File: config.mk
export PLATFORM = sky130hd
export DESIGN_NAME = imem_arbiter_flat
export DESIGN_NICKNAME = d
export VERILOG_FILES = /design/src/rtl/imem_arbiter_pkg.sv /design/src/rtl/imem_arbiter_if.sv /design/src/rtl/imem_arbiter.sv /design/src/flat_wrapper.sv
export SDC_FILE = /design/constraint.sdc
export NUM_CORES = 1
export LEC_CHECK = 0
export CORE_MARGIN = 2
export CORE_UTILIZATION = 35
export CTS_BUF_LIST = sky130_fd_sc_hd__clkbuf_4 sky130_fd_sc_hd__clkbuf_8
export CTS_CLUSTER_DIAMETER = 200
export DETAILED_ROUTE_END_ITERATION = 10
export GPL_ROUTABILITY_DRIVEN = 0
export HOLD_SLACK_MARGIN = 0.03
export PLACE_DENSITY = 0.82
export SLEW_MARGIN = 20
export SYNTH_ARGS = -nofsm -noshare
export SYNTH_HDL_FRONTEND = slang
export SYNTH_SLANG_ARGS = --single-unit
File: constraint.sdc
create_clock -name clock -period 1.7 [get_ports clock]
set_input_delay 0.17 -clock clock [delete_from_list [all_inputs] [get_ports clock]]
set_output_delay 0.17 -clock clock [all_outputs]
set_load 0.05 [all_outputs]
File: src/rtl/imem_arbiter_pkg.sv
// -----------------------------------------------------------------------------
// imem_arbiter_pkg
// Shared definitions for the instruction-memory subsystem: the boot/run state
// encoding, default RAM geometry and the width of the loader starvation
// counter. The instruction memory and fetch stage reuse these.
// -----------------------------------------------------------------------------
package imem_arbiter_pkg;

    typedef enum logic {
        ST_BOOT = 1'b0,
        ST_RUN  = 1'b1
    } state_t;

    localparam int DEF_ADDR_W = 10;
    localparam int DEF_DATA_W = 32;
    localparam int STARVE_W   = 4;

    // Saturating increment of the starvation counter, clamped at lim.
    function automatic logic [STARVE_W-1:0] starve_inc(
        input logic [STARVE_W-1:0] cnt,
        input logic [STARVE_W-1:0] lim
    );
        if (cnt >= lim) begin
            return lim;
        end else begin
            return cnt + {{(STARVE_W-1){1'b0}}, 1'b1};
        end
    endfunction

endpackage

File: src/rtl/imem_arbiter_if.sv
// -----------------------------------------------------------------------------
// imem_arbiter_if
// Bundles the fetch, loader, control and RAM-side signals of the instruction
// RAM arbiter.
//   slave  : the arbiter's view (fetch/load requests and mem_rdata in,
//            grants, fetched data, boot_done and RAM port out)
//   master : the surrounding system (CPU, loader and RAM)
// -----------------------------------------------------------------------------
interface imem_arbiter_if
    import imem_arbiter_pkg::*;
#(
    parameter int ADDR_W = DEF_ADDR_W,
    parameter int DATA_W = DEF_DATA_W
);
    // fetch side
    logic              fetch_req;
    logic [ADDR_W-1:0] fetch_addr;
    logic              fetch_gnt;
    logic              fetch_valid;
    logic [DATA_W-1:0] fetch_data;
    // loader side
    logic              load_valid;
    logic [ADDR_W-1:0] load_addr;
    logic [DATA_W-1:0] load_data;
    logic              load_last;
    logic              load_ready;
    // control
    logic              reboot;
    logic              boot_done;
    // RAM port
    logic [ADDR_W-1:0] mem_addr;
    logic              mem_we;
    logic [DATA_W-1:0] mem_wdata;
    logic [DATA_W-1:0] mem_rdata;

    modport slave (
        input  fetch_req, fetch_addr, load_valid, load_addr, load_data,
               load_last, reboot, mem_rdata,
        output fetch_gnt, fetch_valid, fetch_data, load_ready, boot_done,
               mem_addr, mem_we, mem_wdata
    );

    modport master (
        output fetch_req, fetch_addr, load_valid, load_addr, load_data,
               load_last, reboot, mem_rdata,
        input  fetch_gnt, fetch_valid, fetch_data, load_ready, boot_done,
               mem_addr, mem_we, mem_wdata
    );

endinterface

File: src/rtl/imem_arbiter.sv
// -----------------------------------------------------------------------------
// imem_arbiter
// Sequencer/arbiter for a single-port instruction RAM with 1-cycle synchronous
// read. After reset (BOOT) only the loader may use the RAM; the final loader
// word moves the block to RUN, where CPU fetches win unless a pending loader
// write has been refused STARVE_MAX cycles in a row, in which case the write
// is forced through for one cycle. reboot returns to BOOT.
// Ports:
//   clock   : system clock, rising edge
//   reset_n : asynchronous active-low reset
//   bus     : imem_arbiter_if.slave (fetch, loader, reboot/boot_done, RAM)
// -----------------------------------------------------------------------------
module imem_arbiter
    import imem_arbiter_pkg::*;
#(
    parameter int ADDR_W     = DEF_ADDR_W,
    parameter int DATA_W     = DEF_DATA_W,
    parameter int STARVE_MAX = 4
) (
    input  logic          clock,
    input  logic          reset_n,
    imem_arbiter_if.slave bus
);

    localparam logic [STARVE_W-1:0] STARVE_LIM = STARVE_W'(STARVE_MAX);

    state_t              state_r;
    state_t              state_nxt_s;
    logic [STARVE_W-1:0] starve_cnt_r;
    logic [STARVE_W-1:0] starve_cnt_nxt_s;
    logic                fetch_valid_r;
    logic [ADDR_W-1:0]   mem_addr_r;
    logic [ADDR_W-1:0]   mem_addr_s;
    logic [DATA_W-1:0]   mem_wdata_r;
    logic [DATA_W-1:0]   mem_wdata_s;
    logic                fetch_gnt_s;
    logic                load_gnt_s;
    logic                load_ready_s;

    // State, starvation counter, read-in-flight flag and held RAM address/data.
    always_ff @(posedge clock or negedge reset_n) begin
        if (!reset_n) begin
            state_r       <= ST_BOOT;
            starve_cnt_r  <= {STARVE_W{1'b0}};
            fetch_valid_r <= 1'b0;
            mem_addr_r    <= {ADDR_W{1'b0}};
            mem_wdata_r   <= {DATA_W{1'b0}};
        end else begin
            state_r       <= state_nxt_s;
            starve_cnt_r  <= starve_cnt_nxt_s;
            // A read granted now returns data next cycle, even across reboot.
            fetch_valid_r <= fetch_gnt_s;
            mem_addr_r    <= mem_addr_s;
            mem_wdata_r   <= mem_wdata_s;
        end
    end

    // Arbitration, next state, starvation tracking and RAM port mux.
    always_comb begin
        state_nxt_s      = state_r;
        starve_cnt_nxt_s = {STARVE_W{1'b0}};
        fetch_gnt_s      = 1'b0;
        load_gnt_s       = 1'b0;
        load_ready_s     = 1'b1;
        mem_addr_s       = mem_addr_r;
        mem_wdata_s      = mem_wdata_r;

        case (state_r)
            ST_BOOT: begin
                // Loader owns the port; reboot in the same cycle as the last
                // word keeps us in BOOT.
                load_gnt_s = bus.load_valid;
                if (bus.load_valid && bus.load_last && !bus.reboot) begin
                    state_nxt_s = ST_RUN;
                end else begin
                    state_nxt_s = ST_BOOT;
                end
            end
            ST_RUN: begin
                // Fetch wins until the loader has been refused STARVE_MAX times.
                fetch_gnt_s  = bus.fetch_req && (starve_cnt_r < STARVE_LIM);
                load_ready_s = !fetch_gnt_s;
                load_gnt_s   = bus.load_valid && !fetch_gnt_s;
                if (bus.load_valid && !load_gnt_s) begin
                    starve_cnt_nxt_s = starve_inc(starve_cnt_r, STARVE_LIM);
                end else begin
                    starve_cnt_nxt_s = {STARVE_W{1'b0}};
                end
                if (bus.reboot) begin
                    state_nxt_s = ST_BOOT;
                end else begin
                    state_nxt_s = ST_RUN;
                end
            end
            default: begin
                state_nxt_s = ST_BOOT;
            end
        endcase

        // Idle keeps the last address/data so the RAM inputs stay quiet.
        if (load_gnt_s) begin
            mem_addr_s  = bus.load_addr;
            mem_wdata_s = bus.load_data;
        end else if (fetch_gnt_s) begin
            mem_addr_s  = bus.fetch_addr;
            mem_wdata_s = mem_wdata_r;
        end else begin
            mem_addr_s  = mem_addr_r;
            mem_wdata_s = mem_wdata_r;
        end
    end

    assign bus.fetch_gnt   = fetch_gnt_s;
    assign bus.fetch_valid = fetch_valid_r;
    assign bus.fetch_data  = bus.mem_rdata;
    assign bus.load_ready  = load_ready_s;
    assign bus.boot_done   = (state_r == ST_RUN);
    assign bus.mem_addr    = mem_addr_s;
    assign bus.mem_we      = load_gnt_s;
    assign bus.mem_wdata   = mem_wdata_s;

endmodule

File: src/flat_wrapper.sv
// flat-port wrapper written by rule: the top's interface ports become plain ports
module imem_arbiter_flat import imem_arbiter_pkg::*;
#(
    parameter int ADDR_W     = DEF_ADDR_W,
    parameter int DATA_W     = DEF_DATA_W,
    parameter int STARVE_MAX = 4
)
  (clock, reset_n, bus_fetch_req, bus_fetch_addr, bus_load_valid, bus_load_addr, bus_load_data, bus_load_last, bus_reboot, bus_mem_rdata, bus_fetch_gnt, bus_fetch_valid, bus_fetch_data, bus_load_ready, bus_boot_done, bus_mem_addr, bus_mem_we, bus_mem_wdata);
  imem_arbiter_if #(.ADDR_W(ADDR_W), .DATA_W(DATA_W)) bus_i ();
  input  logic clock;
  input  logic reset_n;
  input wire logic [$bits(bus_i.fetch_req)-1:0] bus_fetch_req;
  input wire logic [$bits(bus_i.fetch_addr)-1:0] bus_fetch_addr;
  input wire logic [$bits(bus_i.load_valid)-1:0] bus_load_valid;
  input wire logic [$bits(bus_i.load_addr)-1:0] bus_load_addr;
  input wire logic [$bits(bus_i.load_data)-1:0] bus_load_data;
  input wire logic [$bits(bus_i.load_last)-1:0] bus_load_last;
  input wire logic [$bits(bus_i.reboot)-1:0] bus_reboot;
  input wire logic [$bits(bus_i.mem_rdata)-1:0] bus_mem_rdata;
  output wire logic [$bits(bus_i.fetch_gnt)-1:0] bus_fetch_gnt;
  output wire logic [$bits(bus_i.fetch_valid)-1:0] bus_fetch_valid;
  output wire logic [$bits(bus_i.fetch_data)-1:0] bus_fetch_data;
  output wire logic [$bits(bus_i.load_ready)-1:0] bus_load_ready;
  output wire logic [$bits(bus_i.boot_done)-1:0] bus_boot_done;
  output wire logic [$bits(bus_i.mem_addr)-1:0] bus_mem_addr;
  output wire logic [$bits(bus_i.mem_we)-1:0] bus_mem_we;
  output wire logic [$bits(bus_i.mem_wdata)-1:0] bus_mem_wdata;
  assign bus_i.fetch_req = bus_fetch_req;
  assign bus_i.fetch_addr = bus_fetch_addr;
  assign bus_i.load_valid = bus_load_valid;
  assign bus_i.load_addr = bus_load_addr;
  assign bus_i.load_data = bus_load_data;
  assign bus_i.load_last = bus_load_last;
  assign bus_i.reboot = bus_reboot;
  assign bus_i.mem_rdata = bus_mem_rdata;
  assign bus_fetch_gnt = bus_i.fetch_gnt;
  assign bus_fetch_valid = bus_i.fetch_valid;
  assign bus_fetch_data = bus_i.fetch_data;
  assign bus_load_ready = bus_i.load_ready;
  assign bus_boot_done = bus_i.boot_done;
  assign bus_mem_addr = bus_i.mem_addr;
  assign bus_mem_we = bus_i.mem_we;
  assign bus_mem_wdata = bus_i.mem_wdata;
  imem_arbiter #(.ADDR_W(ADDR_W), .DATA_W(DATA_W), .STARVE_MAX(STARVE_MAX)) u_core (.clock(clock), .reset_n(reset_n), .bus(bus_i));
endmodule
==> results.json <==
{
  "area_growth_pct": 71.1,
  "drt_iter0_markers": 39,
  "rsz0062_at_grt": "true",
  "violations": "setup timing",
  "postRouteAntennaNets": 0,
  "whs_ps": 340,
  "setup_viol": 44,
  "drv_slew": 0,
  "fin_crit_ps": 1980,
  "coreArea_um2": 6310,
  "grt_overflow_total": 0,
  "fin_cells": 343,
  "cts_sinks": 48,
  "synth_area_per_cell_um2": 14.1,
  "dp.cells": 312,
  "cts-buffers-inserted": 5,
  "synth_cells": 161,
  "insertion_delay_ps": 290,
  "synthesis.nets": 252,
  "die_y_um": 84.6,
  "dp_hpwl_um": 3650,
  "drc": 0,
  "detail_route.wl_per_cell_um": 16.4,
  "fp.dieW_um": 84.6,
  "via_count": 1575,
  "synth_most_common_cell": "dfrtp_1",
  "clk_pin_slew_ps": 90,
  "power_leakage_nw": 1.81,
  "portBuffers": 104,
  "arrival_ps": 1810,
  "synth_common_cells": "48 x dfrtp_1, 33 x buf_4, 29 x mux2_4",
  "cts_tree": "yes",
  "ys_ff_latch": 48,
  "synth_top_cells_by_area": "dfrtp_1 53%, mux2_4 19%, buf_4 11%",
  "grt_use_total_pct": 15.9,
  "crit_path_max_fanout": 8,
  "cap_violations": 0,
  "placementRows": 29,
  "fillers": 487,
  "grt_max_degree": 27,
  "drt-pass1-iter-count": 4,
  "ir_drop_uv": 487,
  "start_kind": "register",
  "ff_latch_area_um2": 1200,
  "ios": 169,
  "htree_levels": 2,
  "required_ps": 1530,
  "synth_top_area_share_pct": 52.9,
  "fmax_mhz": 504,
  "period_share_pct": 117,
  "synthDistinctLibCells": 19,
  "crit_path_end_kind": "output pin",
  "antenna_found_initial": 0,
  "yosysSeqAreaShare_pct": 52.9,
  "synth_ff_type": "dfrtp_1",
  "outcome": "finished with violations",
  "worst_slack_ps": -284,
  "hold_class": "in -> out",
  "multiInputGateArea_um2": 837,
  "critPathKind": "reg -> out",
  "synth_edf_count": 0,
  "pre_cts_ws_ps": -247,
  "cts_buffer_depth": 2,
  "layout-drive-gt1-share_pct": 51.9,
  "async_reset_ff_share_pct": 100,
  "fin_worst_skew_ps": 5.57,
  "via_per_inst": 4.59,
  "root_buffer": "clkbuf_8",
  "power.total_w": 0.00347,
  "grt_pass1_vias": 1760,
  "yosys.area.top_type": "dfrtp_1",
  "final_hold_viol_count": 0,
  "netlist_area_um2": 2270,
  "ys.warnings.count": 0,
  "powerDensity_nw_per_um2": 892,
  "slew_headroom_pct": 61.9,
  "diodes": 0,
  "dieArea_um2": 7150,
  "grt_pass1_wl_um": 9110,
  "nets": 356,
  "worst_pin_slew_ps": 571,
  "drt_wl_total_um": 5620,
  "start_util_pct": 36.0
}
-- state kept, by name (all words and copies together), names as in the netlist --
name,flops
u_core.mem_wdata_r,32
u_core.bus.fetch_valid,1
u_core.starve_cnt_r,4
u_core.mem_addr_r,10
u_core.bus.boot_done,1
-- report_power, final --
group / switching [W] / total [W] / internal (W)
Sequential: 0.0000360 / 0.00130 / 0.00126
Clock: 0.000359 / 0.000724 / 0.000364
Combinational: 0.000737 / 0.00145 / 0.000710
Total: 0.00113 / 0.00347 / 0.00233
-- routing by layer --
| layer | GRT usage, % | share of wire, % | vias to the layer above | wire [um] |
|---|---|---|---|---|
| met4 | 4.33 | 1.6 | 0 | 89 |
| li1 | - | - | 713 | - |
| met3 | 5.21 | 8.3 | 18 | 465 |
| met2 | 26.2 | 50 | 89 | 2830 |
| met5 | 0 | 0 | - | 0 |
| met1 | 20.1 | 40 | 755 | 2240 |
-- cell type report --
class	instances	area share (%)
timing repair buffer	136	42.1
sequential	48	30.9
multi-input combinational	72	21.5
clock buffer	8	2.51
tap	77	2.48
inverter	2	0.451
-- worst paths after layout --
path                                           to  slack (ps)                   start  cells after the start
setup / recovery                 bus_mem_wdata[0]        -280  u_core.starve_cnt_r[2]                      6
hold / removal                 bus_fetch_data[29]         340       bus_mem_rdata[29]                      0
setup reg to reg            u_core.mem_wdata_r[0]          80  u_core.starve_cnt_r[2]                      6
hold reg to reg            u_core.starve_cnt_r[0]         440  u_core.starve_cnt_r[0]                      1
max in group asynchronous    u_core.bus.boot_done         740                 reset_n                      3
min in group asynchronous  u_core.mem_wdata_r[26]         400                 reset_n                      2
-- cells in the final DEF (no fill, tap or decap) --
cell | Yosys | final
a21oi_1 | 1 | 1
and3_1 | 2 | 2
and4bb_4 | 1 | 1
buf_12 | 3 | 19
buf_16 | 0 | 3
buf_2 | 2 | 1
buf_4 | 33 | 22
buf_6 | 0 | 22
buf_8 | 0 | 10
clkbuf_16 | 0 | 1
clkbuf_4 | 0 | 2
clkbuf_8 | 0 | 6
clkdlybuf4s50_1 | 0 | 56
conb_1 | 1 | 1
dfrtp_1 | 48 | 47
dfrtp_2 | 0 | 1
dlygate4sd2_1 | 0 | 1
dlygate4sd3_1 | 0 | 1
ha_1 | 1 | 1
inv_4 | 1 | 1
inv_8 | 0 | 1
mux2_4 | 29 | 32
mux2i_1 | 10 | 10
nand2_1 | 11 | 6
nand2_2 | 0 | 5
nand2_8 | 1 | 1
nor2_1 | 2 | 2
o21ai_2 | 0 | 5
o21ai_4 | 0 | 5
-- critical path, stage by stage, from the launching register on --
cell and delay, ps:
dfrtp_1 360, and4bb_4 370, inv_8 40, nand2_8 110, buf_12 150, mux2_4 330
buf_12 150
-- cell families after synthesis --
kind of cell | after synthesis | share of synthesized area [%]
muxes | 42 | 25.1
adders and majority gates | 1 | 0.551
AOI/OAI and AO/OA | 11 | 2.42
other | 1 | 0.165
buffers and inverters | 41 | 14.6
DFF | 48 | 52.9
and+or+nand+nor | 17 | 4.30
-- repair_timing --
| item | CTS | global route |
|---|---|---|
| setup endpoints to repair | 44 | 45 |
| hold buffers | 1 | 0 |
| gates cloned | 3 | 1 |
| resized for setup | 49 | 13 |
| pin swaps | 2 | 2 |
| hold endpoints to repair | 22 | 0 |
| setup buffers | 10 | 8 |
-- per-stage QoR --
step                TNS [ps]  area (um2)  utilization, %
finish                -10500        3890            61.6
global route          -12780        3890            61.6
CTS                   -10810        3750            59.4
detailed placement     -8290        3320            52.6
global placement       -7410        3320            52.6
floorplan              -1930        2340               -
Note: power is estimated with default switching activity, not from simulation.
